===== src/rtl/struct_types.sv =====
// Shared FPU types: FP32 operand layout, divider flags and divider state encoding.
package struct_types;

  typedef struct packed {
    logic        sign;
    logic [7:0]  exp;
    logic [22:0] mant;
  } float_point_num;

  localparam logic [31:0] FP_QNAN    = 32'h7FC0_0000;
  localparam logic [7:0]  FP_EXP_MAX = 8'hFF;
  localparam int          FP_BIAS    = 127;

  typedef struct packed {
    logic invalid;
    logic div_by_zero;
    logic overflow;
    logic underflow;
  } fp_flags_t;

  typedef enum logic [2:0] {
    S_IDLE,
    S_DIV,
    S_NORM,
    S_SPEC,
    S_DONE
  } div_state_e;

endpackage


===== src/rtl/fpu_div_core_if.sv =====
// Operand/result handshake bundle of the FP32 divider core.
interface fpu_div_core_if;
  import struct_types::*;

  logic           in_valid;
  logic           in_ready;
  float_point_num a;
  float_point_num b;
  logic           out_valid;
  logic           out_ready;
  float_point_num result;
  fp_flags_t      flags;

  // Producer of operands / consumer of results.
  modport master (
    output in_valid, a, b, out_ready,
    input  in_ready, out_valid, result, flags
  );

  // The divider core itself.
  modport slave (
    input  in_valid, a, b, out_ready,
    output in_ready, out_valid, result, flags
  );

endinterface


===== src/rtl/fp_round_norm.sv =====
// Combinational normalise, round-to-nearest-even and range check for an
// FP32 quotient/product whose raw significand q lies in (0.5, 2).
// q[QBITS-1] has weight 2^0; bits below guard and round fold into sticky.
module fp_round_norm
  import struct_types::*;
#(
  parameter int QBITS = 26
) (
  input  logic [QBITS-1:0]   q,
  input  logic               sticky,
  input  logic signed [9:0]  e,
  input  logic               s,
  output float_point_num     result,
  output fp_flags_t          flags
);

  // Selects the bits below the round position; zero when QBITS == 26.
  localparam logic [QBITS-1:0] EXTRA_MASK = (QBITS'(1) << (QBITS - 26)) - QBITS'(1);

  logic [QBITS-1:0]  qn;
  logic signed [9:0] en;
  logic signed [9:0] ef;
  logic [23:0]       sig;
  logic              guard;
  logic              rnd;
  logic              stk;
  logic              inc;
  logic [24:0]       sum;

  // Normalise to [1,2), round, renormalise on carry, then clamp the exponent range.
  always_comb begin
    // NOTE: every variable gets a default before any branch so no latch can be inferred.
    qn = q;
    en = e;
    if (!q[QBITS-1]) begin
      qn = q << 1;
      en = e - 10'sd1;
    end
    sig   = qn[QBITS-1 -: 24];
    guard = qn[QBITS-25];
    rnd   = qn[QBITS-26];
    stk   = sticky | (|(qn & EXTRA_MASK));
    inc   = guard & (rnd | stk | sig[0]);
    sum   = {1'b0, sig} + {24'd0, inc};
    ef    = sum[24] ? (en + 10'sd1) : en;

    result = '{sign: s, exp: ef[7:0], mant: (sum[24] ? sum[23:1] : sum[22:0])};
    flags  = '0;
    if (ef >= 10'sd255) begin
      result         = '{sign: s, exp: FP_EXP_MAX, mant: 23'd0};
      flags.overflow = 1'b1;
    end else if (ef <= 10'sd0) begin
      result          = '{sign: s, exp: 8'd0, mant: 23'd0};
      flags.underflow = 1'b1;
    end
  end

endmodule


===== src/rtl/fpu_div_core.sv =====
// Iterative FP32 divider: radix-2 restoring significand division, one
// operation in flight, valid/ready on both sides. QBITS must be >= 26.
module fpu_div_core
  import struct_types::*;
#(
  parameter int QBITS = 26
) (
  input logic           clk,
  input logic           rst,
  fpu_div_core_if.slave bus
);

  localparam int CW = $clog2(QBITS);

  div_state_e        state_q;
  div_state_e        state_d;

  logic [CW-1:0]     cnt_q;
  logic signed [9:0] e_q;
  logic              s_q;
  logic [23:0]       mb_q;
  logic [25:0]       rem_q;
  logic [QBITS-1:0]  q_q;
  float_point_num    spec_res_q;
  fp_flags_t         spec_flags_q;
  float_point_num    result_q;
  fp_flags_t         flags_q;

  logic              a_zero, a_nan, a_inf;
  logic              b_zero, b_nan, b_inf;
  logic              sgn;
  logic              is_special;
  float_point_num    spec_res;
  fp_flags_t         spec_flags;
  logic signed [9:0] e_init;

  logic [26:0]       diff;
  logic              qbit;
  logic [25:0]       rem_keep;

  float_point_num    rn_result;
  fp_flags_t         rn_flags;

  // Classify the presented operands and resolve the special cases in priority order.
  always_comb begin
    a_zero     = (bus.a.exp == 8'd0);
    b_zero     = (bus.b.exp == 8'd0);
    a_nan      = (bus.a.exp == FP_EXP_MAX) && (bus.a.mant != 23'd0);
    b_nan      = (bus.b.exp == FP_EXP_MAX) && (bus.b.mant != 23'd0);
    a_inf      = (bus.a.exp == FP_EXP_MAX) && (bus.a.mant == 23'd0);
    b_inf      = (bus.b.exp == FP_EXP_MAX) && (bus.b.mant == 23'd0);
    sgn        = bus.a.sign ^ bus.b.sign;
    is_special = 1'b1;
    spec_res   = '0;
    spec_flags = '0;
    if (a_nan || b_nan || (a_zero && b_zero) || (a_inf && b_inf)) begin
      spec_res           = float_point_num'(FP_QNAN);
      spec_flags.invalid = 1'b1;
    end else if (b_zero && !a_inf) begin
      spec_res               = '{sign: sgn, exp: FP_EXP_MAX, mant: 23'd0};
      spec_flags.div_by_zero = 1'b1;
    end else if (a_inf) begin
      spec_res = '{sign: sgn, exp: FP_EXP_MAX, mant: 23'd0};
    end else if (b_inf || a_zero) begin
      spec_res = '{sign: sgn, exp: 8'd0, mant: 23'd0};
    end else begin
      is_special = 1'b0;
    end
  end

  // Biased quotient exponent before normalisation.
  assign e_init = $signed({2'b00, bus.a.exp}) - $signed({2'b00, bus.b.exp}) + 10'(FP_BIAS);

  // One restoring step: subtract the divisor if it fits, then shift the remainder.
  always_comb begin
    diff     = {1'b0, rem_q} - {3'b000, mb_q};
    qbit     = ~diff[26];
    rem_keep = qbit ? diff[25:0] : rem_q;
  end

  fp_round_norm #(.QBITS(QBITS)) u_round_norm (
    .q      (q_q),
    .sticky (rem_q != 26'd0),
    .e      (e_q),
    .s      (s_q),
    .result (rn_result),
    .flags  (rn_flags)
  );

  // State register.
  always_ff @(posedge clk) begin
    // NOTE: sequential state uses non-blocking assignments so all registers see pre-edge values.
    if (rst) state_q <= S_IDLE;
    else     state_q <= state_d;
  end

  // Next-state logic.
  always_comb begin
    state_d = state_q;
    unique case (state_q)
      S_IDLE: if (bus.in_valid) state_d = is_special ? S_SPEC : S_DIV;
      S_DIV:  if (cnt_q == CW'(QBITS - 1)) state_d = S_NORM;
      S_NORM: state_d = S_DONE;
      S_SPEC: state_d = S_DONE;
      S_DONE: if (bus.out_ready) state_d = S_IDLE;
      default: state_d = S_IDLE;
    endcase
  end

  // Handshake outputs; flags are only presented alongside a valid result.
  always_comb begin
    bus.in_ready  = (state_q == S_IDLE);
    bus.out_valid = (state_q == S_DONE);
    bus.result    = result_q;
    bus.flags     = (state_q == S_DONE) ? flags_q : fp_flags_t'('0);
  end

  // Operand capture and iteration; the result register only changes on entry to DONE.
  always_ff @(posedge clk) begin
    // NOTE: these datapath registers are not reset; they are always loaded on accept before use.
    unique case (state_q)
      S_IDLE: begin
        if (bus.in_valid) begin
          s_q          <= sgn;
          e_q          <= e_init;
          mb_q         <= {1'b1, bus.b.mant};
          rem_q        <= {2'b00, 1'b1, bus.a.mant};
          q_q          <= '0;
          cnt_q        <= '0;
          spec_res_q   <= spec_res;
          spec_flags_q <= spec_flags;
        end
      end
      S_DIV: begin
        rem_q <= rem_keep << 1;
        q_q   <= {q_q[QBITS-2:0], qbit};
        cnt_q <= cnt_q + CW'(1);
      end
      default: ;
    endcase
  end

  // Result and flag registers, cleared by reset.
  always_ff @(posedge clk) begin
    if (rst) begin
      result_q <= '0;
      flags_q  <= '0;
    end else if (state_q == S_NORM) begin
      result_q <= rn_result;
      flags_q  <= rn_flags;
    end else if (state_q == S_SPEC) begin
      result_q <= spec_res_q;
      flags_q  <= spec_flags_q;
    end
  end

endmodule


===== src/flat_wrapper.sv =====
// flat-port wrapper written by rule: the top's interface ports become plain ports
module fpu_div_core_flat import struct_types::*;
#(
  parameter int QBITS = 26
)
  (clk, rst, bus_in_valid, bus_a, bus_b, bus_out_ready, bus_in_ready, bus_out_valid, bus_result, bus_flags);
  fpu_div_core_if bus_i ();
  input logic clk;
  input logic rst;
  input wire logic [$bits(bus_i.in_valid)-1:0] bus_in_valid;
  input wire logic [$bits(bus_i.a)-1:0] bus_a;
  input wire logic [$bits(bus_i.b)-1:0] bus_b;
  input wire logic [$bits(bus_i.out_ready)-1:0] bus_out_ready;
  output wire logic [$bits(bus_i.in_ready)-1:0] bus_in_ready;
  output wire logic [$bits(bus_i.out_valid)-1:0] bus_out_valid;
  output wire logic [$bits(bus_i.result)-1:0] bus_result;
  output wire logic [$bits(bus_i.flags)-1:0] bus_flags;
  assign bus_i.in_valid = bus_in_valid;
  assign bus_i.a = bus_a;
  assign bus_i.b = bus_b;
  assign bus_i.out_ready = bus_out_ready;
  assign bus_in_ready = bus_i.in_ready;
  assign bus_out_valid = bus_i.out_valid;
  assign bus_result = bus_i.result;
  assign bus_flags = bus_i.flags;
  fpu_div_core #(.QBITS(QBITS)) u_core (.clk(clk), .rst(rst), .bus(bus_i));
endmodule

===== config.mk =====
export PLATFORM = sky130hd
export DESIGN_NAME = fpu_div_core_flat
export DESIGN_NICKNAME = d
export VERILOG_FILES = /design/src/rtl/struct_types.sv /design/src/rtl/fpu_div_core_if.sv /design/src/rtl/fp_round_norm.sv /design/src/rtl/fpu_div_core.sv /design/src/flat_wrapper.sv
export SDC_FILE = /design/constraint.sdc
export NUM_CORES = 1
export LEC_CHECK = 0
export CAP_MARGIN = 20
export CORE_ASPECT_RATIO = 0.6
export CORE_MARGIN = 10
export CORE_UTILIZATION = 30
export DETAILED_ROUTE_END_ITERATION = 8
export GPL_ROUTABILITY_DRIVEN = 0
export PLACE_DENSITY = 0.49
export SYNTH_ARGS = -nofsm -noshare
export SYNTH_HDL_FRONTEND = slang
export SYNTH_SLANG_ARGS = --single-unit

===== constraint.sdc =====
create_clock -name clk -period 8.2 [get_ports clk]
set_clock_uncertainty 0.15 [all_clocks]
set_input_delay 0.82 -clock clk [delete_from_list [all_inputs] [get_ports clk]]
set_output_delay 0.82 -clock clk [all_outputs]
set_load 0.02 [all_outputs]

* Word-level counts from Yosys, hierarchy flattened
Cells that the tools add are included.
** Operators by class
- Reduce and logical (&&, ||, !) cells :: 28
- $mul :: 0
- Add/subtract/negate cells :: 7
- Shift operators :: 0
- Order comparisons :: 2
- Div/mod/pow operators :: 0
- Mux-type cells :: 35
- Eq/ne operators :: 10
- Bitwise logic cells :: 5
** Operators by type and width (number)
- 2-to-1 mux 32 bit :: 5
- one-hot mux 26 bit (2 select lines) :: 2
- 2-to-1 mux 26 bit :: 3
- 2-to-1 mux 31 bit :: 2
- logical NOT 23 bit :: 2
- nonzero test 23 bit :: 2
- subtractor 26 x 24 -> 27 bit :: 1
- nonzero test 26 bit :: 1
- adder 24 x 1 -> 25 bit :: 1
- 2-to-1 mux 25 bit :: 1
- 2-to-1 mux 23 bit :: 1
- 2-to-1 mux 10 bit :: 2
- == test 8 bit, second input constant :: 2
- logical NOT 8 bit :: 2
- one-hot mux 3 bit (4 select lines) :: 1
- adder 10 x 2 -> 10 bit, second input constant :: 1
- adder 10 x 8 -> 10 bit, second input constant :: 1
- greater-or-equal comparator 10 x 9 -> 1 bit, second input constant :: 1
- <= comparator 10 x 1 -> 1 bit, second input constant :: 1
- one-hot mux 5 bit (2 select lines) :: 1
- subtractor 10 x 2 -> 10 bit, second input constant :: 1
- 2-to-1 mux 1 bit :: 9
- 2-to-1 mux 3 bit :: 3
- subtractor 8 x 8 -> 9 bit :: 1
- 23 further kinds :: 40
** Storage, ports and cells
- Bits of input ports :: 68
- Logic and storage cells :: 107
- Latch bits :: 0
- Memories kept :: 0
- Register bits after elaboration :: 164
- Bits in writable memories :: 0
- ROM bits :: 0

* Longest topological paths before layout
- Word-level depth :: 10
- Depth in mapped cells :: 17
- Depth with buffers taken out :: 13

* By module
From an unflattened synthesis, not the netlist that was laid out.
** Unflattened totals
- Cells, all modules :: 1082
- Area total of the unflattened synthesis :: 9735.6 µm²
** Modules (own cells, without submodules)
- fpu_div_core :: cells an instance 748, area each 7297.0 µm², seq. area each 3663.5 µm², times used 1
- fp_round_norm :: cells an instance 334, area each 2438.6 µm², seq. area each 0.0 µm², times used 1

* Worst setup path before layout
Ideal clock, no wire load.
- Kind :: register -> register
- From :: register u_core.q_q[25]
- To :: register u_core.result_q (netlist bit u_core.bus.result[21])
- Setup slack :: 3568 ps
- Cell stages (with the launch flop) :: 18
- Data arrival time :: 4365 ps
- Setup time :: 117 ps
- Data required time :: 7933 ps
- Buffers on the path :: 5
- Clock period less this slack :: 4632 ps
- Cells stage by stage :: edfxtp_1 > buf_4 > buf_1 > buf_1 > clkbuf_1 > nand2_1 > a21oi_1 > ha_1 > nand2_1 > nor4b_4 > nand4_1 > a2111oi_2 > mux2_1 > nand2_1 > or2_1 > and3_1 > buf_6 > a22o_1
** On the way
- Longest elaborated chain between the ends :: 10
- Elaborated cells between the ends (all ways) :: 14
- Classes of those cells :: 2 x add/sub; 2 x order compare; 7 x mux; 3 x bitwise
** Ends and longest elaborated chain
- start, declared :: RTL line fpu_div_core.sv:23 : logic [QBITS-1:0] q_q;
- start signal, assigned :: RTL line fpu_div_core.sv:136 : q_q <= {q_q[QBITS-2:0], qbit};
- 2-to-1 mux 26 bit :: RTL line fp_round_norm.sv:35 : if (!q[QBITS-1]) begin
- bitwise OR 1 bit (2 in series) :: RTL line fp_round_norm.sv:43 : inc = guard & (rnd | stk | sig[0]);
- AND 1 bit :: RTL line fp_round_norm.sv:43
- adder 24 x 1 -> 25 bit :: RTL line fp_round_norm.sv:44 : sum = {1'b0, sig} + {24'd0, inc};
- 2-to-1 mux 10 bit :: RTL line fp_round_norm.sv:45 : ef = sum[24] ? (en + 10'sd1) : en;
- <= comparator 10 x 1 -> 1 bit :: RTL line fp_round_norm.sv:52 : end else if (ef <= 10'sd0) begin
- 2-to-1 mux 31 bit :: RTL line fp_round_norm.sv:52
- 2-to-1 mux 31 bit * :: RTL line fp_round_norm.sv:49 : if (ef >= 10'sd255) begin
- 2-to-1 mux 32 bit * :: RTL line fpu_div_core.sv:148 : end else if (state_q == S_NORM) begin
- end signal, assigned :: RTL line fpu_div_core.sv:149 : result_q <= rn_result;
- end signal, assigned :: RTL line fpu_div_core.sv:152 : result_q <= spec_res_q;
- end, declared :: RTL line fpu_div_core.sv:26 : float_point_num result_q;
Every way passes the cells marked *; elsewhere a longest branch is shown, timed or not.
A chain may end at the register's enable or synchronous reset.

* Final worst setup path
- From :: register u_core.q_q[25]
- To :: register u_core.result_q (netlist bit u_core.bus.result[9])
Same word-level chain as after synthesis.

==> metrics <==
Tcrit/Tclk final 59.4%; HP Class register to register; GRT Util Overall 14.2%; Max Clk Rate 0.205 GHz; Synth Register Bits 135; Post-Route WL 26.1 mm; final worst slack 3330 ps; 1st-iter DRT viols 611; I/O pins 106; hold_buf cts 0; layout cell share with drive strength beyond 1 5.37%; Via density 4.99; Synth Area per Inst 9.25 sq um; worst-path fanout max 27; synthesized instance count 954; largest net degree at the start of global routing 58; vias in the first global route 6939; Syn Nets 1061; top cell type by total area after synthesis edfxtp_1; hpwl dp 20.0 mm; Mapped Area 8820 sq um; startpoint types register; final hold slack 295 ps; synth top area cells edfxtp_1 (33%), dfxtp_1 (8.8%), ha_1 (5.2%); # rows 48; max-capacitance violation count 0; die width 241 um; Critical Path Sink Type register; Die ar. 36900 sq um; top_reg_cell synth edfxtp_1; post-CTS setup buffers 0; total gr overflow 0; Bufs on Longest Clock Path 2; setup TNS 0 ps; CTS H-tree lvls 4; Root Buffer clkbuf_16; Die Ht 153 um; RSZ-0062 raised after global routing false; Initial DRT Pass Iterations 7; Post-DRT Antenna Nets 0; via count 7293; Worst slew margin 40.0%; Area Overhead vs Synth 23.5%; WP data required 8370 ps; DRC 0; pin slew with the least headroom to its limit 900 ps; Final Hold Fails 0; Setup WS pre-CTS 3420 ps; final setup fails 0; post-synth cell types 73; # clock sinks 135; Post-synth EDFFs 96; port buffer count 105; starting density of the core 30.5%; area fraction of the dominant cell type after synthesis 32.7%; first-pass GRT wire length 40.9 mm; Inserted Clock Buffers 17; sequential element share of the synthesized area 41.5%; Tot Pwr 2.48 mW; Max Slew Vio Count 0; clk_lat worst skew 440 ps; TritonCTS clock tree done; Worst-path clk slew 60 ps; Antenna Diode Count 0; Final min period 4870 ps; CP arrival 5040 ps; initial antenna violation count 0; Core Region 28900 sq um; Max VDD drop 0.123 mV; FFs w/ async S/R, synth 0%; kind of critical path register to register; outcome completed; Power per Cell Area 228 nW/um^2; Static Leak 4.12 nW; Post-layout nets 1155; number of gates resized after CTS 0; drt wl/cell 17.8 um; Yosys Warn Count 0
==> worst paths after layout <==
kind / from / end / slack, ps / cells after the start
worst max-delay path: u_core.q_q[25] / u_core.bus.result[9] / 3330 / 12
worst min-delay path: u_core.bus.result[12] / u_core.bus.result[12] / 300 / 2
worst max register to register: u_core.q_q[25] / u_core.bus.result[9] / 3330 / 12
worst min register to register: u_core.bus.result[12] / u_core.bus.result[12] / 300 / 2
==> worst max-delay path: stages, from the launching register on <==
cell and delay (ps):
edfxtp_1 940, buf_4 500, mux2i_1 370, ha_1 300, inv_1 70, nor4_1 260, nand4_1 270, nor3_1 300
xnor2_1 150, nor4b_1 570, a211oi_2 190, and3_1 400, a22o_1 260
==> layout by cell type, fill, tap and decap left out, drive strengths merged, types with 3 or more instances in the layout <==
master and count:
nor4b 6, nor3 20, inv 63, a2111oi 3, o31ai 6, nand3 32
and2 32, ha 37, clkdlybuf4s50 105, nor4 25, mux2i 41, a22o 12
a31oi 6, or2 5, o211ai 5, clkinv 3, dfxtp 39, edfxtp 96
or4 3, nand4 17, o21ai 54, a21oi 48, xnor2 45, nor2b 10
a211oi 5, mux2 3, nor3b 4, a21boi 3, nor2 65, or3 7
o21bai 5, nand2b 8, a21o 7, o22ai 3, a221oi 3, xor2 41
clkbuf 24, buf 8, and3 16, nand2 111
==> kinds of logic after synthesis <==
kind of cell             share of synthesized area [%]
AO/OA/AOI/OAI                                     13.8
XOR/XNOR                                          8.54
adder cells (fa/ha/maj)                           5.70
buffers and inverters                             4.41
flip-flops                                        41.5
multiplexers                                      5.03
AND/OR/NAND/NOR                                   21.0
==> synth_stat cells, types with 7 or more instances <==
cell and instances:
a22o_1 12, nor3_1 20, edfxtp_1 96, o21ai_1 9, inv_1 59, mux2i_1 41
nand2_1 111, a21oi_1 48, nor4_1 25, xnor2_1 45, and2_1 32, clkbuf_1 30
o21ai_0 45, ha_1 37, nor2b_1 10, and3_1 15, a21o_1 7, nor2_1 65
dfxtp_1 39, or3_1 7, nand2b_1 8, xor2_1 41, nand4_1 17, nand3_1 32
==> metrics by stage <==
step | util [%] | std cells | cell area, sq um
CTS | 37.6 | 1460 | 10900
floorplan | - | 954 | 8820
global placement | 35.6 | 1428 | 10300
global route | 37.7 | 1461 | 10900
finish | 37.7 | 1461 | 10900
detailed placement | 35.6 | 1428 | 10300
==> per-layer routing <==
metal  track usage, %  part of all wire (%)
met4             2.71                  0.88
met1             22.4                    56
met5                0                     0
met3             3.79                   4.7
met2             18.2                    38
==> layout make-up <==
type	count	area, sq um
Fill cell	2953	18000
Tap cell	400	500
Sequential cell	135	3660
Clock buffer	23	500
Multi-Input combinational cell	721	4790
Timing Repair Buffer	114	1140
Inverter	59	221
Clock inverter	9	85.1
==> registers in the layout (all words and copies together), names as in the netlist <==
signal               cells
u_core.bus.result       32
u_core.q_q              26
u_core.rem_q            26
u_core.mb_q             23
u_core.e_q              10
u_core.cnt_q             5
u_core.flags_q           4
u_core.spec_res_q        3
u_core.state_q           3
u_core.spec_flags_q      2
u_core.s_q               1
==> power breakdown <==
| group | switching (mW) | internal [mW] | leakage [nW] |
|---|---|---|---|
| logic | 0.437 | 0.324 | 2.57 |
| registers | 0.0998 | 0.845 | 1.26 |
| clock network | 0.314 | 0.463 | 0.287 |
| total | 0.851 | 1.63 | 4.12 |
Note: power is estimated with default switching activity, not from simulation.
